===== config.mk =====
export PLATFORM = sky130hd
export DESIGN_NAME = cropper_flat
export DESIGN_NICKNAME = d
export VERILOG_FILES = /design/src/rtl/cropper_if.sv /design/src/rtl/cropper.sv /design/src/flat_wrapper.sv
export SDC_FILE = /design/constraint.sdc
export NUM_CORES = 1
export LEC_CHECK = 0
export CAP_MARGIN = 20
export CORE_MARGIN = 4
export CORE_UTILIZATION = 49
export CTS_CLUSTER_DIAMETER = 50
export DETAILED_ROUTE_END_ITERATION = 12
export GPL_TIMING_DRIVEN = 0
export HOLD_SLACK_MARGIN = 0.12
export PLACE_DENSITY = 0.77
export SETUP_SLACK_MARGIN = 0.5
export SYNTH_ARGS = -nofsm -noshare
export SYNTH_HDL_FRONTEND = slang
export SYNTH_SLANG_ARGS = --single-unit

===== constraint.sdc =====
create_clock -name clk -period 2.05 [get_ports clk]
set_input_delay 0.41 -clock clk [delete_from_list [all_inputs] [get_ports clk]]
set_output_delay 0.41 -clock clk [all_outputs]
set_load 0.01 [all_outputs]

===== src/rtl/cropper_if.sv =====
// Video stream bundle for the window cropper: raw input side,
// cropped output side and the crop-mode enable.
interface cropper_if;
    logic        en;
    logic        pre_vs;
    logic        pre_de;
    logic [23:0] pre_data;
    logic        post_vs;
    logic        post_de;
    logic [23:0] post_data;
    logic        short_line;

    modport master (
        output en, pre_vs, pre_de, pre_data,
        input  post_vs, post_de, post_data, short_line
    );

    modport slave (
        input  en, pre_vs, pre_de, pre_data,
        output post_vs, post_de, post_data, short_line
    );
endinterface


===== src/rtl/cropper.sv =====
// Window cropper for RGB888 vs/de/data video: keeps an H_DISP x V_DISP
// window at (H_OFFSET, V_OFFSET) and flags lines too short to fill it.
module cropper #(
    parameter logic [11:0] H_DISP   = 12'd1280,
    parameter logic [11:0] V_DISP   = 12'd720,
    parameter logic [11:0] H_OFFSET = 12'd0,
    parameter logic [11:0] V_OFFSET = 12'd0
) (
    input logic      clk,
    input logic      rst_n,
    cropper_if.slave vid
);

    typedef enum logic [1:0] {IDLE, HSKIP, PASS, HDROP} state_t;

    localparam logic [11:0] H_LEN     = H_OFFSET + H_DISP;
    localparam logic [11:0] H_END     = H_LEN - 12'd1;
    localparam logic [11:0] SKIP_LAST = H_OFFSET - 12'd1;
    localparam logic [11:0] V_END     = V_OFFSET + V_DISP - 12'd1;

    state_t      state, state_d;
    logic [11:0] x_cnt, x_d;
    logic [11:0] y_cnt, y_d;
    logic        armed, armed_d;
    logic        de_d;
    logic        de_nx, short_nx, out_pix;
    logic [23:0] data_nx;
    logic        y_in, line_end;

    assign y_in     = (y_cnt >= V_OFFSET) && (y_cnt <= V_END);
    assign line_end = de_d & ~vid.pre_de;

    always_comb begin
        state_d  = state;
        x_d      = x_cnt;
        y_d      = y_cnt;
        armed_d  = armed;
        de_nx    = 1'b0;
        data_nx  = '0;
        short_nx = 1'b0;
        out_pix  = 1'b0;
        if (!vid.en) begin
            state_d = IDLE;
            x_d     = '0;
            y_d     = '0;
            armed_d = 1'b0;
            de_nx   = vid.pre_de;
            data_nx = vid.pre_data;
        end else if (vid.pre_vs) begin
            // Frame start wins over any line end in the same cycle
            state_d = IDLE;
            x_d     = '0;
            y_d     = '0;
            armed_d = 1'b1;
        end else begin
            if (!vid.pre_de)
                x_d = '0;
            else if (x_cnt != 12'hFFF)
                x_d = x_cnt + 12'd1;
            if (line_end && y_cnt != 12'hFFF)
                y_d = y_cnt + 12'd1;
            short_nx = line_end & armed & y_in & (x_cnt < H_LEN);
            unique case (state)
                IDLE: begin
                    if (vid.pre_de) begin
                        if (H_OFFSET == 12'd0) begin
                            out_pix = 1'b1;
                            state_d = (H_DISP == 12'd1) ? HDROP : PASS;
                        end else begin
                            state_d = (H_OFFSET == 12'd1) ? PASS : HSKIP;
                        end
                    end
                end
                HSKIP: begin
                    if (!vid.pre_de)
                        state_d = IDLE;
                    else if (x_cnt == SKIP_LAST)
                        state_d = PASS;
                end
                PASS: begin
                    if (!vid.pre_de) begin
                        state_d = IDLE;
                    end else begin
                        out_pix = 1'b1;
                        if (x_cnt == H_END)
                            state_d = HDROP;
                    end
                end
                HDROP: begin
                    if (!vid.pre_de)
                        state_d = IDLE;
                end
                default: state_d = IDLE;
            endcase
            if (out_pix && armed && y_in) begin
                de_nx   = 1'b1;
                data_nx = vid.pre_data;
            end
        end
    end

    always_ff @(posedge clk or negedge rst_n) begin
        if (!rst_n) begin
            state          <= IDLE;
            x_cnt          <= '0;
            y_cnt          <= '0;
            armed          <= 1'b0;
            de_d           <= 1'b0;
            vid.post_vs    <= 1'b0;
            vid.post_de    <= 1'b0;
            vid.post_data  <= '0;
            vid.short_line <= 1'b0;
        end else begin
            state          <= state_d;
            x_cnt          <= x_d;
            y_cnt          <= y_d;
            armed          <= armed_d;
            de_d           <= vid.pre_de;
            vid.post_vs    <= vid.pre_vs;
            vid.post_de    <= de_nx;
            vid.post_data  <= data_nx;
            vid.short_line <= short_nx;
        end
    end

endmodule


===== src/flat_wrapper.sv =====
// flat-port wrapper written by rule: the top's interface ports become plain ports
module cropper_flat 
#(
    parameter logic [11:0] H_DISP   = 12'd1280,
    parameter logic [11:0] V_DISP   = 12'd720,
    parameter logic [11:0] H_OFFSET = 12'd0,
    parameter logic [11:0] V_OFFSET = 12'd0
)
  (clk, rst_n, vid_en, vid_pre_vs, vid_pre_de, vid_pre_data, vid_post_vs, vid_post_de, vid_post_data, vid_short_line);
  cropper_if vid_i ();
  input logic clk;
  input logic rst_n;
  input wire logic [$bits(vid_i.en)-1:0] vid_en;
  input wire logic [$bits(vid_i.pre_vs)-1:0] vid_pre_vs;
  input wire logic [$bits(vid_i.pre_de)-1:0] vid_pre_de;
  input wire logic [$bits(vid_i.pre_data)-1:0] vid_pre_data;
  output wire logic [$bits(vid_i.post_vs)-1:0] vid_post_vs;
  output wire logic [$bits(vid_i.post_de)-1:0] vid_post_de;
  output wire logic [$bits(vid_i.post_data)-1:0] vid_post_data;
  output wire logic [$bits(vid_i.short_line)-1:0] vid_short_line;
  assign vid_i.en = vid_en;
  assign vid_i.pre_vs = vid_pre_vs;
  assign vid_i.pre_de = vid_pre_de;
  assign vid_i.pre_data = vid_pre_data;
  assign vid_post_vs = vid_i.post_vs;
  assign vid_post_de = vid_i.post_de;
  assign vid_post_data = vid_i.post_data;
  assign vid_short_line = vid_i.short_line;
  cropper #(.H_DISP(H_DISP), .V_DISP(V_DISP), .H_OFFSET(H_OFFSET), .V_OFFSET(V_OFFSET)) u_core (.clk(clk), .rst_n(rst_n), .vid(vid_i));
endmodule

# Word-level counts from Yosys, hierarchy flattened
# Cells that the tools add are included.
dict set report word_totals {
  regBits 55
  latch_bits 0
  mem_bits_rw 0
  mem_bits_ro 0
  out_inout_bits 27
  memories 0
}
dict set report classes {
  n_addsub 2
  multipliers 0
  div_mod_pow 0
  magnitude_cmp 3
  n_eq_ne 14
  n_shift 0
  mux 30
  n_bitwise 5
  n_reduce_logical 7
}
# cell count
set op_table {}
lappend op_table {{$mux W12} 7}
lappend op_table {{$mux W24} 3}
lappend op_table {{$add A12 B1 Y12 const B} 2}
lappend op_table {{$ne A12 B12 Y1 const B} 2}
lappend op_table {{$mux W2} 8}
lappend op_table {{$eq A12 B11 Y1 const B} 1}
lappend op_table {{$eq A12 B12 Y1 const B} 1}
lappend op_table {{$ge A12 B1 Y1 const B} 1}
lappend op_table {{$le A12 B10 Y1 const B} 1}
lappend op_table {{$lt A12 B11 Y1 const B} 1}
lappend op_table {{$mux W1} 11}
lappend op_table {{$ne A5 B4 Y1 const B} 2}
lappend op_table {{$ne A4 B4 Y1 const B} 2}
lappend op_table {{$pmux W2 S4} 1}
lappend op_table {{$and A1 B1 Y1} 4}
lappend op_table {{$eq A2 B2 Y1 const B} 2}
lappend op_table {{$logic_and A1 B1 Y1} 4}
lappend op_table {{$ne A4 B3 Y1 const B} 1}
lappend op_table {{$reduce_and A4 Y1} 1}
lappend op_table {{$ne A3 B1 Y1 const B} 1}
lappend op_table {{$eq A2 B1 Y1 const B} 1}
lappend op_table {{$logic_not A2 Y1} 1}
lappend op_table {{$ne A2 B1 Y1 const B} 1}
lappend op_table {{$reduce_or A2 Y1} 1}
lappend op_table {{$not A1 Y1} 1}

# Logic depth before layout (Yosys ltp)
dict set report depth {
  ltp_word 10
  ltp_mapped 6
  depth_no_buf 5
}

# Worst setup path before layout
# OpenSTA, ideal clock, no wires.
dict set report synth_timing {
  kind {reg2reg}
  start {reg u_core.x_cnt[0]}
  end {reg u_core.x_cnt[0]}
  setup_time_ps 132
  t_arrival_ps 1590
  required_time_ps 1918
  path_slack_ps 328
  path_stages_with_launch 7
  path_buffers 1
  cell_sequence {dfrtp_1 -> ha_1 -> nand3_2 -> or4_1 -> buf_2 -> xnor2_1 -> nor2_1}
}
dict set report synth_via {
  elab_chain_cells 5
  elab_cells_between_ends 7
}
# item line
set synth_lines {}
lappend synth_lines {{start, declared} cropper.sv:22} ;# logic [11:0] x_cnt, x_d;
lappend synth_lines {{start signal, assigned} cropper.sv:105} ;# x_cnt <= '0;
lappend synth_lines {{start signal, assigned} cropper.sv:115} ;# x_cnt <= x_d;
lappend synth_lines {{$add A12 B1 Y12} cropper.sv:59} ;# x_d = x_cnt + 12'd1;
lappend synth_lines {{$mux W12} cropper.sv:58} ;# else if (x_cnt != 12'hFFF)
lappend synth_lines {{$mux W12} cropper.sv:56} ;# if (!vid.pre_de)
lappend synth_lines {{$mux W12} cropper.sv:49} ;# end else if (vid.pre_vs) begin
lappend synth_lines {{$mux W12} cropper.sv:42} ;# if (!vid.en) begin
# Several ways; a longest one is shown, not always the timed one. The select of a mux whose other input is x is not followed.
# A chain may end at the register's enable or synchronous reset.

# Worst setup path after layout
dict set report layout_timing {
  start {reg u_core.y_cnt[2]}
  end {reg u_core.y_cnt[7]}
}
dict set report layout_via {
  elab_chain_cells 4
  elab_cells_between_ends 7
}
# item line
set layout_lines {}
lappend layout_lines {{start, declared} cropper.sv:23} ;# logic [11:0] y_cnt, y_d;
lappend layout_lines {{start signal, assigned} cropper.sv:116} ;# y_cnt <= y_d;
lappend layout_lines {{$add A12 B1 Y12} cropper.sv:61} ;# y_d = y_cnt + 12'd1;
lappend layout_lines {{$mux W12} cropper.sv:60} ;# if (line_end && y_cnt != 12'hFFF)
lappend layout_lines {{$mux W12} cropper.sv:49}
lappend layout_lines {{$mux W12} cropper.sv:42}
# Several ways; a longest one is shown, not always the timed one. The select of a mux whose other input is x is not followed.

==> metrics.txt <==
largest net degree at the start of global routing=34; antenna violations before repair=0; post-route ant nets=0; Die Wd=77.42 um; Final Skew=9.998 ps; Worst-path clk slew=90 ps; Area Overhead vs Synth=48.54%; Max Buffers Root-to-Sink=2; Cell variety after synth=45; CP max FO=6; CTS tree=yes; Final Max Slew Viols=0; Setup crit end kind=register; ANT cells=0; Initial Util=52.42%; cell leakage power=1.633 nW; headroom to the max-slew limit=64.18%; CP max stage cell=or4_1; WL per Instance=15.84 um; Primary FF master, synth=dfrtp_1; Post-DP HPWL=3.536 mm; Synth Register Bits=55; first drt pass iteration count=4; worst r2r dst=u_core.y_cnt[7]; Core Box Area=4504 um^2; max incr delay on CP=480 ps; pre-CTS setup slack=-313.2 ps; delay-heaviest family, CP=simple AND/OR/NAND/NOR gates; Max Clk Rate=0.6276 GHz; vias in the first global route=1950; fin worst setup slack=456.5 ps; Die H=77.42 um; Rows=24; Post-Layout Cell Count=358; worst reg2reg path startpoint=u_core.y_cnt[2]; Power Total=1.935 mW; Root Buffer=clkbuf_8; Worst Setup Path Type=register to register; DR vias=2034; hold depth=1; total track usage=18.89%; Peak VDD IR=0.5203 mV; hold crit path type=input pin to register; Buffers on Ports=55; Worst-Skew Late Latency=310 ps; ys async rst share=100.0%; final core occ=77.86%; pwr dens=551.7 nW/um^2; DRC=0; HP Start=vid_pre_de; cells along the critical path=nand3_2 > or2_0 > buf_4 > or4_1 > a21oi_1; clock tree sinks=55; min Tclk post-route=1593 ps; Seq/Total Area, Yosys=58.29%; GPL Wtd Cong=0.7843; endpoints failing setup=0; worst slew pin tran=537.3 ps; Synthesized Nets=247; CP startpoint kind=register; layout cell share with drive strength beyond 1=27.78%; Ys Warns=0; H-tree levels=2; worst reg2reg setup slack=460 ps; Total Wirelength=5.671 mm; Via-to-Cell Ratio=5.682; arrival time at the worst endpoint=1830 ps; Num CTS Buffers=5; R2R cell count=5; Mean Syn Cell Area=10.93 um^2; RSZ-0062 raised after global routing=true; I/O pin count=56; Req. time, crit path=2290 ps; synthesized instance count=216; first-pass GRT wire length=9.059 mm; Final Hold Vio Count=0; Placed Instances=324; status=finished clean; Mapped Area=2361 um^2; WHS Endpoint=u_core.de_d; buffer and inverter count on the worst path=1; iteration-0 DRC count of the detailed router=153; remaining global-route overflow=0; die area=5993 um^2; number of synthesized flops with an enable pin=0; Nets=336; Max Cap Viol=0; crit share post-route=77.73%
[worst max-delay path by stage]
| stage | depth (start not counted) | slack, ps | from | to |
|---|---|---|---|---|
| floorplan | 6 | 500 | u_core.x_cnt[0] | u_core.x_cnt[0] |
| global placement | 1 | -1090 | rst_n | u_core.vid.post_data[14] |
| detailed placement | 5 | -310 | vid_pre_vs | u_core.vid.post_data[16] |
| CTS | 5 | 450 | u_core.y_cnt[1] | u_core.y_cnt[5] |
| global route | 6 | 390 | u_core.y_cnt[8] | u_core.y_cnt[3] |
| finish | 5 | 460 | u_core.y_cnt[2] | u_core.y_cnt[7] |
[area by class of cell]
type	instances	area [um^2]
Clock inverter	2	12.51
Clock buffer	6	72.57
Fill cell	295	997.2
Inverter	6	22.52
Buffer	7	65.06
Multi-Input combinational cell	148	1151
Timing Repair Buffer	82	730.7
Tap cell	52	65.06
Sequential cell	55	1388
[cell usage after synthesis, types with 2 or more instances]
library cell	number	area share [%]
inv_1	6	0.95
nor2_1	13	2.1
a21oi_1	12	2.5
nand3_1	4	0.85
o31ai_1	3	0.95
a211oi_1	4	1.3
nor2b_1	16	4.2
xor2_1	3	1.1
nand2_1	16	2.5
or3_2	2	0.64
clkbuf_1	4	0.64
dfrtp_1	55	58
o211ai_1	2	0.64
o211a_1	2	0.85
and2b_1	9	2.9
ha_1	2	1.1
xnor2_1	2	0.74
a31oi_1	6	1.6
nor4_1	8	2.1
o21ai_0	10	2.1
buf_2	3	0.64
nand4_1	4	1.1
or4_1	3	0.95
nand3b_1	2	0.64
or3_1	3	0.79
nor3_1	3	0.64
[timing repair]
action                                  4_1_cts  5_1_grt
cloned                                        0        0
pin swaps                                     7       12
endpoints found under the hold margin        22        0
buffers inserted                             17        8
gates resized for setup                      58       33
endpoints found under the setup margin       70       47
hold buffers                                  1        0
[per-stage QoR]
step                hold WS [ps]  area (um^2)  TNS, ps
detailed placement         419.0         3028    -4747
global placement           478.6         3013   -63000
finish                     317.2         3507        0
CTS                        291.5         3314        0
floorplan                  114.4         2397        0
global route               309.8         3507        0
[report_power, final]
group / leakage, nW / total [mW] / switching [mW] / internal, mW
combinational: 0.875 / 0.223 / 0.102 / 0.121
sequential: 0.717 / 1.13 / 0.0111 / 1.12
clock: 0.0412 / 0.582 / 0.342 / 0.239
total: 1.63 / 1.93 / 0.456 / 1.48
[layer usage]
metal / global-route usage [%] / vias to the layer above / routed length (um)
met5: 0 / - / 0
met4: 6.228 / 0 / 68
met3: 6.713 / 6 / 459
met2: 32.38 / 85 / 2855
met1: 22.18 / 991 / 2288
li1: - / 952 / -
[cells by family after synthesis]
family          count (synthesis)  synth area share (%)
flops                          55                 58.29
xor+xnor                        5                 1.855
mux                             1                0.4240
buf+inv                        13                 2.225
fa+ha+maj                       2                 1.060
compound gates                 46                 12.45
simple gates                   94                 23.69
[flip-flops by register name (all words and copies together) (netlist names)]
name                   flops
u_core.vid.post_de         1
u_core.armed               1
u_core.de_d                1
u_core.vid.post_data      24
u_core.y_cnt              12
u_core.x_cnt              12
u_core.state               2
u_core.vid.post_vs         1
u_core.vid.short_line      1
[placed cells by master (no fill, tap or decap), types with 3 or more instances in the layout]
cell type / n
dlygate4sd2_1: 28
xor2_1: 3
and2b_1: 9
clkdlybuf4s50_1: 25
or3_1: 3
buf_2: 3
buf_4: 24
buf_6: 3
nand4_1: 4
nand2_1: 14
nor2b_1: 14
nor4_4: 4
o31ai_1: 3
nor3_1: 3
a31oi_1: 3
clkbuf_8: 5
a21oi_1: 10
nor4_1: 4
a31oi_2: 3
inv_1: 6
dfrtp_1: 46
dfrtp_2: 9
nor2_1: 11
o21ai_0: 9
[worst reg2reg max path, cell delays in order, from the launching register on]
cell and delay, ps:
dfrtp_1 410, nand3_2 100, or2_0 240, buf_4 160
or4_1 480, a21oi_1 140
(Power assumes the default switching activity.)
